## config.mk

```make
export PLATFORM = sky130hd
export DESIGN_NAME = dmux_scan_capture
export DESIGN_NICKNAME = d
export VERILOG_FILES = /design/src/rtl/dmux_scan_capture.sv
export SDC_FILE = /design/constraint.sdc
export NUM_CORES = 1
export LEC_CHECK = 0
export CORE_MARGIN = 10
export CORE_UTILIZATION = 47
export CTS_CLUSTER_SIZE = 14
export DETAILED_ROUTE_END_ITERATION = 6
export GPL_TIMING_DRIVEN = 0
export PLACE_DENSITY = 0.81
export SYNTH_ARGS = -nofsm -noshare
export SYNTH_HDL_FRONTEND = slang
export SYNTH_SLANG_ARGS = --single-unit
```

## constraint.sdc

```tcl
create_clock -name clk -period 1.7 [get_ports clk]
set_input_delay 0.255 -clock clk [delete_from_list [all_inputs] [get_ports clk]]
set_output_delay 0.255 -clock clk [all_outputs]
set_load 0.02 [all_outputs]
```

## src/rtl/dmux_scan_capture.sv

```systemverilog
// rtl/dmux_scan_capture.sv - scan an 8:1 bit-select stage and assemble the sampled bits into a byte
// Ports: clk, rst_n (async, active low); start/first_sel/num_bits/dir scan request;
// mux_sel/mux_out select and returned bit of the bit-select stage;
// data_out/data_valid/data_ready result handshake; busy high outside IDLE.
module dmux_scan_capture #(
  parameter int SETTLE = 1,
  parameter int NUM_CH = 8
) (
  input  logic                      clk,
  input  logic                      rst_n,
  input  logic                      start,
  input  logic [$clog2(NUM_CH)-1:0] first_sel,
  input  logic [3:0]                num_bits,
  input  logic                      dir,
  output logic [$clog2(NUM_CH)-1:0] mux_sel,
  input  logic                      mux_out,
  output logic [NUM_CH-1:0]         data_out,
  output logic                      data_valid,
  input  logic                      data_ready,
  output logic                      busy
);

  localparam int         SEL_W     = $clog2(NUM_CH);
  localparam logic [3:0] SETTLE_M1 = 4'(SETTLE - 1);
  localparam logic [3:0] MAX_BITS  = 4'(NUM_CH);

  typedef enum logic [1:0] {IDLE, SCAN, HOLD} state_t;

  state_t     state;
  logic [3:0] settle_cnt;
  logic [3:0] k;
  logic [3:0] n;
  logic       dir_q;
  logic [3:0] num_eff;

  // A length of 0 or anything beyond the channel count means a full scan.
  always_comb begin
    num_eff = num_bits;
    if (num_bits == 4'd0 || num_bits > MAX_BITS) num_eff = MAX_BITS;
  end

  always_ff @(posedge clk or negedge rst_n) begin
    if (!rst_n) begin
      state      <= IDLE;
      mux_sel    <= '0;
      data_out   <= '0;
      data_valid <= 1'b0;
      busy       <= 1'b0;
      settle_cnt <= 4'd0;
      k          <= 4'd0;
      n          <= 4'd0;
      dir_q      <= 1'b0;
    end else begin
      case (state)
        IDLE: begin
          if (start) begin
            state      <= SCAN;
            busy       <= 1'b1;
            n          <= num_eff;
            dir_q      <= dir;
            mux_sel    <= first_sel;
            data_out   <= '0;
            settle_cnt <= 4'd0;
            k          <= 4'd0;
          end
        end
        SCAN: begin
          if (settle_cnt < SETTLE_M1) begin
            settle_cnt <= settle_cnt + 4'd1;
          end else begin
            // Sample edge: capture, then move the select on so the next
            // channel gets its full settle window.
            data_out[k[SEL_W-1:0]] <= mux_out;
            k          <= k + 4'd1;
            settle_cnt <= 4'd0;
            mux_sel    <= dir_q ? mux_sel - SEL_W'(1) : mux_sel + SEL_W'(1);
            if (k == n - 4'd1) begin
              state      <= HOLD;
              data_valid <= 1'b1;
            end
          end
        end
        HOLD: begin
          if (data_valid && data_ready) begin
            data_valid <= 1'b0;
            state      <= IDLE;
            busy       <= 1'b0;
          end
        end
        default: begin
          state      <= IDLE;
          busy       <= 1'b0;
          data_valid <= 1'b0;
        end
      endcase
    end
  end

endmodule

```

==> results of run 1 <==
==> final cells by class <==
cell class                 count  area share
multi-input combinational     83       0.364
tap                           30      0.0240
buffer                         7      0.0280
clock buffer                   4      0.0232
inverter                       7      0.0168
timing repair buffer          25       0.160
sequential                    24       0.384
==> cells in the final DEF (no fill, tap or decap), drive strengths merged <==
cell           count
ha                 2
a21oi              2
nor3               2
o22ai              2
o2bb2ai            1
xnor2              6
o21ai              8
a21o               1
mux2i              7
nor4               2
nor2               7
nand2b             2
inv                7
nand3b             4
clkbuf             4
a221oi             1
nor2b              3
buf                7
xor2               2
nor3b              2
or3b               1
dfrtp             24
a22oi              1
fa                 1
clkdlybuf4s50     25
o41ai              2
a22o               1
nand2             20
o311ai             2
nand3              1
==> sequential cells by signal, summed over array words and instances, names as in the netlist <==
name / count
k: 4
mux_sel: 3
dir_q: 1
state: 2
data_valid: 1
busy: 1
data_out: 8
n: 4
==> cells by family (layout without fill, tap and decap cells) <==
kind of cell	Yosys count	count (layout)	synth area share
xor+xnor	8	8	0.0626
simple gates	44	44	0.192
buf+inv	14	43	0.0565
mux	7	7	0.0565
compound gates	21	21	0.112
flops	24	24	0.484
fa+ha+maj	3	3	0.0363
==> synthesized netlist by cell type <==
cell type / instances / area (µm²)
nor3b_2: 2 / 25.0
o311ai_1: 1 / 8.76
o21ai_1: 2 / 10.0
o2bb2ai_1: 1 / 8.76
ha_1: 2 / 25.0
dfrtp_1: 24 / 601
nor2b_1: 3 / 18.8
nand3b_1: 4 / 30.0
a22oi_1: 1 / 7.51
mux2i_1: 7 / 70.1
o311ai_0: 1 / 8.76
xnor2_2: 1 / 16.3
o21ai_0: 6 / 30.0
a22o_1: 1 / 8.76
nand3_1: 1 / 5.00
nand2_2: 1 / 6.26
a21oi_1: 2 / 10.0
xor2_1: 2 / 17.5
or3b_1: 1 / 8.76
nor3_1: 1 / 5.00
buf_2: 5 / 25.0
nand2_1: 19 / 71.3
nand2b_1: 2 / 12.5
buf_6: 1 / 11.3
a221oi_1: 1 / 8.76
nor2_1: 7 / 26.3
nor3_2: 1 / 10.0
nor4_1: 1 / 6.26
o22ai_1: 2 / 12.5
inv_1: 7 / 26.3
o41ai_1: 2 / 17.5
xnor2_1: 5 / 43.8
a21o_1: 1 / 7.51
buf_4: 1 / 7.51
nor4_2: 1 / 12.5
fa_1: 1 / 20.0
==> per-layer routing <==
layer | wire, µm | vias up
li1 | - | 476
met1 | 1140 | 497
met4 | 53 | 0
met3 | 190 | 7
met5 | 0 | -
met2 | 1340 | 24
==> power by group through the flow <==
stage / combinational [W] / sequential, W / clock (W)
floorplan: 0.00109 / 0.00119 / 0
global placement: 0.00177 / 0.00103 / 0
detailed placement: 0.00184 / 0.00104 / 0
CTS: 0.00185 / 0.00104 / 0.000301
global route: 0.00203 / 0.00108 / 0.000329
finish: 0.00183 / 0.00104 / 0.000296
==> through the flow <==
| step | cell area (µm²) | setup slack [ps] |
|---|---|---|
| 2_1_floorplan | 1240 | 211 |
| 3_3_place_gp | 1530 | 33.4 |
| 3_5_place_dp | 1530 | 34.5 |
| 4_1_cts | 1560 | 110 |
| 5_1_grt | 1560 | 57.5 |
| 6_report | 1560 | 126 |
==> path summary, 6_finish.rpt <==
path | endpoint | slack, ps | cells past startpoint
max | mux_sel[2] | 130 | 1
min | data_out[4] | 490 | 1
max reg2reg | data_valid | 160 | 5
min reg2reg | data_out[5] | 540 | 2
max in group asynchronous | data_valid | 590 | 1
min in group clk | dir_q | 500 | 3
==> metrics.cfg, run 1 <==
[outcome]
status=finished clean

[clock_network]
post_cts_resized=0
insertion_delay_ps=310
clock-sinks=24
root_buffer=clkbuf_4
cts_buffer_depth=2
path_clk_slew_ps=130
cts_buffers=3
h-tree-depth=1
post-cts-setup-buffer-count=0
postCtsHoldBufs=0
tritoncts=built

[route]
via_per_inst=5.58
routedWlPerCell_um=15.2
wirelength_mm=2.73
drt-pass1-iter-count=4
antenna_left=0
drc=0
via_count=1004
drt-initial-drc-count=54

[placed_design]
io_buffers=25
place.gp.congestion=0.816
dp_hpwl_mm=2.08
placed_cells=176

[die]
dieArea_um2=5090
io_pins=26
die_x_um=71.4
die_h_um=71.4
initial_core_util=0.496
design.core.area_um2=2500
rows=18

[logic_synthesis]
yosysWarnings=0
syn_nets=137
ys_ff_latch=24
seq_area_frac_synth=0.484
synthCells=121
syn-cell-area_um2=1240
ys_types=36
avgSynthCellArea_um2=10.2

[critical_path]
critPathLaunchType=flip-flop
max_stage_delay_ps=610
cp.required_ps=1440
crit_start=mux_sel[2]
slowest_stage=clkdlybuf4s50_1
critPathKind=reg -> out
crit_family=buffers and inverters
crit_arrival_ps=1320
critical_path_buf_inv_count=1
reg2reg_from=n[0]
worst-path-max-fanout=3
crit_path_end_kind=output port
crit_chain=clkdlybuf4s50_1

[sta]
maxSlewHeadroom=0.306
setup_viol=0
tightestPinTransition_ps=1040
fin_skew_ps=3.95
finalCritPeriodShare=0.926
rsz0062_at_grt=no
timing.final.hold_violations=0
holdWs_ps=490
slew_viol_final=0
finalSetupTns_ps=0
max_freq_ghz=0.635
fin_crit_ps=1570

[global_route]
grt_use_met2=0.183
grt_max_degree=25
grt_pass1_vias=1036
grtUsageTotal=0.115
antenna_found_initial=0
grt_pass1_wl_mm=4.88
met1_usage=0.132
met3_usage=0.0523
grt.busiest_layer=met2
grt_overflow=0

[layout]
layout-drive-gt1-share=0.113
area_growth_pct=26.1
finalNetCount=167
instances_no_fill=180
seq_area_um2=601
nFillCells=214
insertedDiodeCount=0
multiInputGateArea_um2=569
utilization=0.626

[power_and_ir_drop]
intPower_w=0.00181
p_clk_frac=0.094
p_seq_frac=0.328
p_per_area_nw_per_um2=2020
combPwrFrac=0.579
power.leakage_nw=0.686
ir_drop_mv=1.14
total_power_w=0.00316
swShare=0.427
switchingPower_w=0.00135

[min_path]
min-delay-path-class=in -> async

[flow_run]
drv_cap=0

No activity file was read; power rests on OpenSTA's default activity.
==> run 2, diff against run 1 <==
Settings changed: REMOVE_ABC_BUFFERS set to 1.
==> metrics.cfg, run 2 (synthesized netlist as in run 1, its figures left out) <==
[outcome]
status=finished clean

[layout]
final_common_cell=clkdlybuf4s50_1
area_growth_pct=25.9
largest_reg_flops=8  ; unchanged
layout-drive-gt1-share=0.0966  ; -0.0168
finalNetCount=162  ; -3.0%
largest_registers=data_out x8, k x4, n x4
insertedDiodeCount=0  ; unchanged
final_cell_mix=clkdlybuf4s50_1, dfrtp_1, nand2_1
seq_area_um2=601  ; unchanged
postLayoutCellArea_um2=1560  ; -0.16%
largest_register=data_out
nFillCells=222  ; +3.7%
multiInputGateArea_um2=579  ; +1.8%

[power_and_ir_drop]
swShare=0.415  ; -0.0117
p_per_area_nw_per_um2=2070  ; +2.2%
switchingPower_w=0.00134  ; -0.75%
power.leakage_nw=0.680  ; -0.91%
ir_drop_mv=1.22  ; +6.9%
combPwrFrac=0.526  ; -0.053
p_seq_frac=0.347  ; +0.019
intPower_w=0.00189  ; +4.1%
p_clk_frac=0.127  ; +0.033

[route]
drt-initial-drc-count=33  ; -39%
wirelength_mm=2.61  ; -4.4%
drc=0  ; unchanged
via_count=940  ; -6.4%
via_per_inst=5.37  ; -3.7%
drt-pass1-iter-count=4  ; unchanged
routedWlPerCell_um=14.9  ; -1.6%
antenna_left=0  ; unchanged

[global_route]
antenna_found_initial=0  ; unchanged
grtUsageTotal=0.101  ; -0.0137
grt_overflow=0  ; unchanged
grt_pass1_wl_mm=4.45  ; -8.8%
grt_pass1_vias=958  ; -7.5%
grt_max_degree=25  ; unchanged

[clock_network]
clock-sinks=24  ; unchanged
tritoncts=built
h-tree-depth=1  ; unchanged
root_buffer=clkbuf_4
path_clk_slew_ps=130  ; about the same
cts_buffer_depth=2  ; unchanged
cts_buffers=3  ; unchanged
insertion_delay_ps=320  ; about the same
postCtsHoldBufs=0  ; unchanged

[sta]
rsz0062_at_grt=no
tightestPinTransition_ps=1050  ; +11.7 ps
setup_slack_ps=109  ; -17.1 ps
setup_viol=0  ; unchanged
fin_skew_ps=6.60  ; +2.66 ps
maxSlewHeadroom=0.299  ; -0.00782
fin_crit_ps=1590  ; +17.1 ps
max_freq_ghz=0.629  ; -1.1%
slew_viol_final=0  ; unchanged
timing.final.hold_violations=0  ; unchanged
finalCritPeriodShare=0.936  ; +0.0101

[die]
initial_core_util=0.496  ; unchanged
die_h_um=71.4  ; unchanged
die_x_um=71.4  ; unchanged
rows=18  ; unchanged
design.core.area_um2=2500  ; unchanged
dieArea_um2=5090  ; unchanged
io_pins=26  ; unchanged

[placed_design]
place.gp.congestion=0.740  ; -9.3%
post-place-ws_ps=-227  ; -262 ps
dp_hpwl_mm=1.97  ; -5.3%
place_area_um2=1480  ; -2.9%
io_buffers=25  ; unchanged

[critical_path]
crit_arrival_ps=1790  ; +470 ps
crit_path_end_kind=flip-flop
cp.required_ps=1900  ; +460 ps
worst-path-max-fanout=18  ; +15
critPathKind=reg -> reg
critPathLaunchType=flip-flop

[min_path]
min-delay-path-class=in -> async

[flow_run]
drv_cap=0  ; unchanged

-- run 2: cell types whose count changed in the layout (fill, tap and decap cells not counted) --
cell | before | now
buf_6 | 1 | 0
nor2b_1 | 3 | 1
bufinv_16 | 0 | 1
buf_2 | 5 | 0
nor2b_2 | 0 | 1
buf_4 | 1 | 2
nor2b_4 | 0 | 1
clkbuf_8 | 1 | 0
-- run 2: worst paths after layout --
kind / start / endpoint / slack [ps] / depth (start not counted)
min in group clk: dir / dir_q / 500 / 3
hold reg to reg: data_out[5] / data_out[5] / 540 / 2
setup / recovery: state[0] / data_out[6] / 110 / 3
max in group asynchronous: rst_n / k[1] / 580 / 1
hold / removal: rst_n / data_out[7] / 500 / 1
setup reg to reg: state[0] / data_out[6] / 110 / 3
-- run 2: metrics by stage --
stage / hold slack, ps / utilization / TNS, ps / cells / total power [W]
6_report: 495 / 0.625 / 0 / 175 / 0.00323
5_1_grt: 520 / 0.625 / 0 / 175 / 0.00349
4_1_cts: 475 / 0.616 / 0 / 173 / 0.00322
3_5_place_dp: 510 / 0.594 / -1510 / 169 / 0.00280
3_3_place_gp: 509 / 0.594 / -1210 / 169 / 0.00271
2_1_floorplan: -40.6 / - / 0 / 114 / 0.00220
-- run 2: worst max-delay path, cell delays in order (launching register included) --
cell and delay, ps:
dfrtp_1 470, or3b_1 670, o311ai_0 200, o41ai_1 140
-- run 2: repair_timing --
action	CTS	global route
setup endpoints to repair	5	5
pin swaps	0	1
resized for setup	1	2
setup buffers	0	2
cloned	0	0
-- run 2: power by group through the flow --
stage	clock (W)	sequential [W]	combinational, W
global route	0.000451	0.00116	0.00188
detailed placement	0	0.00113	0.00167
finish	0.000409	0.00112	0.00170
global placement	0	0.00111	0.00160
CTS	0.000422	0.00112	0.00168
floorplan	0	0.00125	0.000949
-- run 2: layout make-up --
type	count	area share
clock buffer	3	0.0144
clock inverter	1	0.0192
inverter	7	0.0168
multi-input combinational	83	0.371
sequential	24	0.385
tap	30	0.0240
timing repair buffer	27	0.170
-- run 2: per-layer routing --
metal	global-route usage	up-vias	wire length, µm
li1	-	461	-
met1	0.117	460	1150
met2	0.175	19	1300
met3	0.0455	0	161
met4	0.00645	0	0
met5	0	-	0
